**src/rtl/rvx_core_div_ctrl_pkg.sv**
```systemverilog
// Shared constants and helpers for the RV32M iterative divide unit.
// Holds the M-extension divide funct3 codes and the conditional-negate helper.
package rvx_core_div_ctrl_pkg;

   localparam int XLEN = 32;

   localparam logic [2:0] RISCV_FUNCT3_DIV  = 3'b100;
   localparam logic [2:0] RISCV_FUNCT3_DIVU = 3'b101;
   localparam logic [2:0] RISCV_FUNCT3_REM  = 3'b110;
   localparam logic [2:0] RISCV_FUNCT3_REMU = 3'b111;

   // Two's-complement negate when neg is set; used for magnitudes and final sign fix-up.
   function automatic logic [XLEN-1:0] f_cond_neg(input logic [XLEN-1:0] v, input logic neg);
      return neg ? (XLEN'(0) - v) : v;
   endfunction

endpackage

```
**src/rtl/rvx_core_div_step.sv**
```systemverilog
// One radix-2 restoring division iteration on unsigned magnitudes.
// The shifted partial remainder needs 33 bits because the divisor may use all 32.
module rvx_core_div_step
   import rvx_core_div_ctrl_pkg::*;
(
   input  logic [XLEN-1:0] i_rem,
   input  logic [XLEN-1:0] i_quo,
   input  logic [XLEN-1:0] i_divisor,
   output logic [XLEN-1:0] o_rem,
   output logic [XLEN-1:0] o_quo
);

   logic [XLEN:0]   w_shift;
   logic [XLEN+1:0] w_diff;
   logic            w_borrow;

   assign w_shift  = {i_rem, i_quo[XLEN-1]};
   assign w_diff   = {1'b0, w_shift} - {2'b00, i_divisor};
   assign w_borrow = w_diff[XLEN+1];

   assign o_rem = w_borrow ? w_shift[XLEN-1:0] : w_diff[XLEN-1:0];
   assign o_quo = {i_quo[XLEN-2:0], ~w_borrow};

endmodule

```
**src/rtl/rvx_core_div_ctrl.sv**
```systemverilog
// Stage-2 iterative divider for DIV/DIVU/REM/REMU: 32 restoring steps on magnitudes,
// with divide-by-zero and signed overflow resolved in a single cycle.
module rvx_core_div_ctrl
   import rvx_core_div_ctrl_pkg::*;
(
   input  logic            clock,
   input  logic            reset,
   input  logic            div_start_s2,
   input  logic [2:0]      funct3_s2,
   input  logic [XLEN-1:0] rs1_data_s2,
   input  logic [XLEN-1:0] rs2_data_s2,
   input  logic            div_kill_s2,
   output logic            div_stall_s2,
   output logic            div_busy_s2,
   output logic            div_valid_s2,
   output logic [XLEN-1:0] div_result_s2
);

   typedef enum logic [1:0] {
      ST_IDLE = 2'd0,
      ST_BUSY = 2'd1,
      ST_DONE = 2'd2
   } state_t;

   state_t          r_state;
   state_t          w_next;
   logic [4:0]      r_cnt;
   logic            r_is_rem;
   logic            r_neg_q;
   logic            r_neg_r;
   logic [XLEN-1:0] r_dvsr;
   logic [XLEN-1:0] r_rem;
   logic [XLEN-1:0] r_quo;
   logic            r_busy;
   logic            r_valid;
   logic [XLEN-1:0] r_result;

   logic [1:0]      w_op;
   logic            w_signed;
   logic            w_accept;
   logic            w_div_zero;
   logic            w_ovf;
   logic            w_special;
   logic [XLEN-1:0] w_abs_a;
   logic [XLEN-1:0] w_abs_b;
   logic [XLEN-1:0] w_spec_res;
   logic [XLEN-1:0] w_step_rem;
   logic [XLEN-1:0] w_step_quo;
   logic [XLEN-1:0] w_fin_res;
   logic            w_last;

   // Non-1xx funct3 decodes as DIV (signed quotient).
   assign w_op       = funct3_s2[2] ? funct3_s2[1:0] : 2'b00;
   assign w_signed   = ~w_op[0];
   assign w_accept   = div_start_s2 & ~div_kill_s2;
   assign w_div_zero = (rs2_data_s2 == '0);
   assign w_ovf      = w_signed & (rs1_data_s2 == 32'h8000_0000) & (rs2_data_s2 == '1);
   assign w_special  = w_div_zero | w_ovf;
   assign w_abs_a    = f_cond_neg(rs1_data_s2, w_signed & rs1_data_s2[XLEN-1]);
   assign w_abs_b    = f_cond_neg(rs2_data_s2, w_signed & rs2_data_s2[XLEN-1]);
   assign w_spec_res = w_div_zero ? (w_op[1] ? rs1_data_s2 : '1)
                                  : (w_op[1] ? '0 : 32'h8000_0000);
   assign w_last     = (r_cnt == 5'd31);

   rvx_core_div_step u_step (
      .i_rem     (r_rem),
      .i_quo     (r_quo),
      .i_divisor (r_dvsr),
      .o_rem     (w_step_rem),
      .o_quo     (w_step_quo)
   );

   assign w_fin_res = r_is_rem ? f_cond_neg(w_step_rem, r_neg_r)
                               : f_cond_neg(w_step_quo, r_neg_q);

   always_comb begin
      w_next = r_state;
      case (r_state)
         ST_IDLE: if (w_accept) w_next = w_special ? ST_DONE : ST_BUSY;
         ST_BUSY: if (w_last)   w_next = ST_DONE;
         ST_DONE: w_next = ST_IDLE;
         default: w_next = ST_IDLE;
      endcase
      if (div_kill_s2) w_next = ST_IDLE;
   end

   always_ff @(posedge clock or posedge reset) begin
      if (reset) begin
         r_state  <= ST_IDLE;
         r_cnt    <= '0;
         r_is_rem <= 1'b0;
         r_neg_q  <= 1'b0;
         r_neg_r  <= 1'b0;
         r_dvsr   <= '0;
         r_rem    <= '0;
         r_quo    <= '0;
         r_busy   <= 1'b0;
         r_valid  <= 1'b0;
         r_result <= '0;
      end else begin
         r_state <= w_next;
         r_busy  <= (w_next != ST_IDLE);
         r_valid <= (w_next == ST_DONE);
         if (r_state == ST_IDLE && w_accept) begin
            r_is_rem <= w_op[1];
            r_neg_q  <= w_signed & (rs1_data_s2[XLEN-1] ^ rs2_data_s2[XLEN-1]);
            r_neg_r  <= w_signed & rs1_data_s2[XLEN-1];
            r_dvsr   <= w_abs_b;
            r_rem    <= '0;
            r_quo    <= w_abs_a;
            r_cnt    <= '0;
            if (w_special) r_result <= w_spec_res;
         end else if (r_state == ST_BUSY && !div_kill_s2) begin
            r_rem <= w_step_rem;
            r_quo <= w_step_quo;
            r_cnt <= r_cnt + 5'd1;
            if (w_last) r_result <= w_fin_res;
         end
      end
   end

   assign div_stall_s2  = div_start_s2 & ~r_valid;
   assign div_busy_s2   = r_busy;
   assign div_valid_s2  = r_valid;
   assign div_result_s2 = r_result;

endmodule
```
**config.mk**
```make
export PLATFORM = sky130hd
export DESIGN_NAME = rvx_core_div_ctrl
export DESIGN_NICKNAME = d
export VERILOG_FILES = /design/src/rtl/rvx_core_div_ctrl_pkg.sv /design/src/rtl/rvx_core_div_step.sv /design/src/rtl/rvx_core_div_ctrl.sv
export SDC_FILE = /design/constraint.sdc
export NUM_CORES = 1
export LEC_CHECK = 0
export CORE_ASPECT_RATIO = 1.4
export CORE_MARGIN = 2
export CORE_UTILIZATION = 55
export CTS_CLUSTER_DIAMETER = 100
export DETAILED_ROUTE_END_ITERATION = 8
export HOLD_SLACK_MARGIN = 0.02
export PLACE_DENSITY = 0.77
export SYNTH_ARGS = -nofsm -noshare
export SYNTH_HDL_FRONTEND = slang
export SYNTH_SLANG_ARGS = --single-unit
export TNS_END_PERCENT = 50
```
**constraint.sdc**
```tcl
create_clock -name clock -period 6 [get_ports clock]
set_input_delay 1.8 -clock clock [delete_from_list [all_inputs] [get_ports clock]]
set_output_delay 1.8 -clock clock [all_outputs]
set_load 0.1 [all_outputs]
```
==> flow_summary.yaml <==
placement:
  place_area_um2: 12500
  post-dp-hpwl_mm: 26.7
  gp_congestion: 0.966
  port_buffers: 105
die:
  initial_utilization: 0.563
  chipHeight_um: 173
  die_area_um2: 21600
  dieWidth_um: 125
  core_area_um2: 19900
  io_pins: 106
  rows: 61
cts:
  cts_tree: "built"
  numCtsBuffers: 17
  cts.repair.resized: 0
  clk_pin_slew_worst_paths_ns: 0.06
  hold_buffers: 0
  cts_max_path_buffers: 2
  cts.htree.levels: 4
  clockRootBuffer: "clkbuf_16"
  cts_setup_buffers: 0
  clk_latency_ns: 0.43
  cts_num_sinks: 140
final_layout:
  final_cell_mix: "221 x nand2_1, 186 x o21ai_0, 140 x dfrtp_1, 104 x clkdlybuf4s50_1, 97 x nor2_1"
  syn_to_final_growth_pct: 16.4
  drive_gt1_frac: 0.0562
  n_antenna_cell: 0
  final_common_cell: "nand2_1"
  nets: 1629
  postLayoutCellArea_um2: 13100
  post-route-util: 0.656
synth:
  synthFlopType: "dfrtp_1"
  postSynth.asyncResetShare: 1.00
  synth_cells: 1447
  synth-edff-count: 0
  synth-seq-cells: 140
  yosysTopAreaCell: "dfrtp_1"
  synth.area.top_cells: "dfrtp_1 31%, o21ai_0 8.3%, nand2_1 7.4%"
  synth-seq-area-share: 0.312
  ys_warn_count: 0
  syn_area_per_cell_um2: 7.75
  syn_nets: 1558
  synth_top_area_share: 0.312
  syn_area_um2: 11200
  synth.distinct_cells: 71
timing:
  relSlewSlack: 0.259
  finalHoldViolations: 0
  setup-violations-final: 0
  setup_tns_ns: 0
  skew_ns: 0.0133
  final.period_utilization: 0.896
  min_period_ns: 5.37
  fmax_mhz: 186
  worstMarginPinSlew_ns: 1.11
  slew_violations: 0
  rsz0062_at_grt: "false"
critical_path:
  crit_path_end_kind: "register"
  crit_start: "r_rem[9]"
  crit_required_ns: 6.31
  crit_path_max_fanout: 13
  critical_path_class: "reg2reg"
  r2r_start: "r_rem[9]"
  cp.arrival_ns: 5.68
  cp-start-kind: "register"
global_route:
  grt_use_total: 0.326
  grt_pass1_wl_mm: 57.1
  grt_antenna_before_repair: 0
  grt_max_degree: 101
  overflow: 0
  grt_pass1_vias: 10936
detailed_routing:
  wirelength_mm: 35.6
  viasPerCell: 6.39
  drtIter0Drc: 1070
  route.vias.total: 11393
  drc: 0
  drtPass1Iterations: 5
  wl_per_cell_um: 20.0
  drtAntennaViolNets: 0
status:
  outcome: "completed"
power_and_ir_drop:
  peakVddDrop_mv: 0.372
  power_density_nw_per_um2: 656
  p_leak_nw: 5.48
hold_path:
  hold_path.class: "reg2reg"
  min-delay-start: "div_result_s2[15]"
job:
  cap_viol_max_count: 0
-- cell type report --
type | instances | area [µm²]
inverter | 64 | 245
tap | 252 | 315
multi-input combinational | 1166 | 7190
timing repair buffer | 129 | 1230
clock buffer | 19 | 443
clock inverter | 12 | 140
fill | 1691 | 6860
sequential | 140 | 3500
-- sequential cells by signal, summed over array words and instances, names as in the netlist --
| name | count |
|---|---|
| r_neg_q | 1 |
| r_is_rem | 1 |
| r_quo | 32 |
| div_valid_s2 | 1 |
| r_neg_r | 1 |
| r_state | 2 |
| r_cnt | 5 |
| div_busy_s2 | 1 |
| r_dvsr | 32 |
| div_result_s2 | 32 |
| r_rem | 32 |
-- critical path: stages, from the launching register on --
cell and delay [ns]:
dfrtp_1 0.43, ha_1 0.41, a21oi_1 0.28, o21ai_1 0.19, a221o_1 0.43, o211ai_1 0.26
nand2_2 0.22, o21ai_0 0.35, ha_1 0.33, nand2_1 0.09, a2111o_1 0.34, nor4_1 0.31
o21ai_1 0.18, nand4bb_1 0.38, o41ai_1 0.51, xor2_1 0.20, a21oi_1 0.08, a221o_1 0.26
-- routing by layer --
metal,part of all wire,vias to the layer above,global-route usage
met5,0,-,0
met4,0.053,0,0.164
met3,0.055,94,0.0384
met2,0.49,474,0.560
met1,0.40,5475,0.403
li1,-,5350,-
-- synth_stat cells (10+ instances only) --
cell and n:
nor3_1 30, o22ai_1 36, clkbuf_1 58, buf_1 11, xnor2_1 65, ha_1 39
a31oi_1 13, o211ai_1 17, nand2_1 221, inv_1 62, o31ai_1 24, nand4_1 15
mux2i_1 20, nor2_1 97, nor4_1 16, nand3_1 21, xor2_1 72, or2_2 11
o221ai_1 18, nand2b_1 14, a211oi_1 19, o21ai_0 187, dfrtp_1 140, a21oi_1 88
o41ai_1 10, a21o_1 10
-- power breakdown --
part	total, mW	internal [mW]	leakage, nW	switching (mW)
Combinational	5.85	1.97	3.43	3.88
Sequential	1.67	1.28	1.77	0.384
Clock	1.06	0.626	0.282	0.435
-- through the flow --
stage	setup slack (ns)	power [mW]	hold WS, ns	instances
floorplan	0.447	5.85	0.450	1447
global placement	0.529	7.28	0.454	1751
CTS	0.743	8.46	0.478	1782
detailed placement	0.474	7.33	0.464	1751
finish	0.627	8.58	0.476	1782
global route	0.325	9.14	0.508	1782
-- path summary, 6_finish.rpt --
path | end | slack (ns) | depth (start not counted)
max | div_result_s2[26] | 0.63 | 17
min | div_result_s2[15] | 0.48 | 2
max in group asynchronous | r_dvsr[18] | 3.10 | 3
max reg2reg | div_result_s2[26] | 0.63 | 17
min in group asynchronous | r_rem[6] | 1.92 | 2
min reg2reg | div_result_s2[15] | 0.48 | 2
-- cells by family after synthesis --
kind of cell,count (synthesis),synth area share
buffers and inverters,141,0.0491
XOR/XNOR,137,0.107
adder cells (fa/ha/maj),40,0.0453
AO/OA/AOI/OAI,485,0.267
flip-flops,140,0.312
AND/OR/NAND/NOR,481,0.198
multiplexers,23,0.0209
Note: power is estimated with default switching activity, not from simulation.
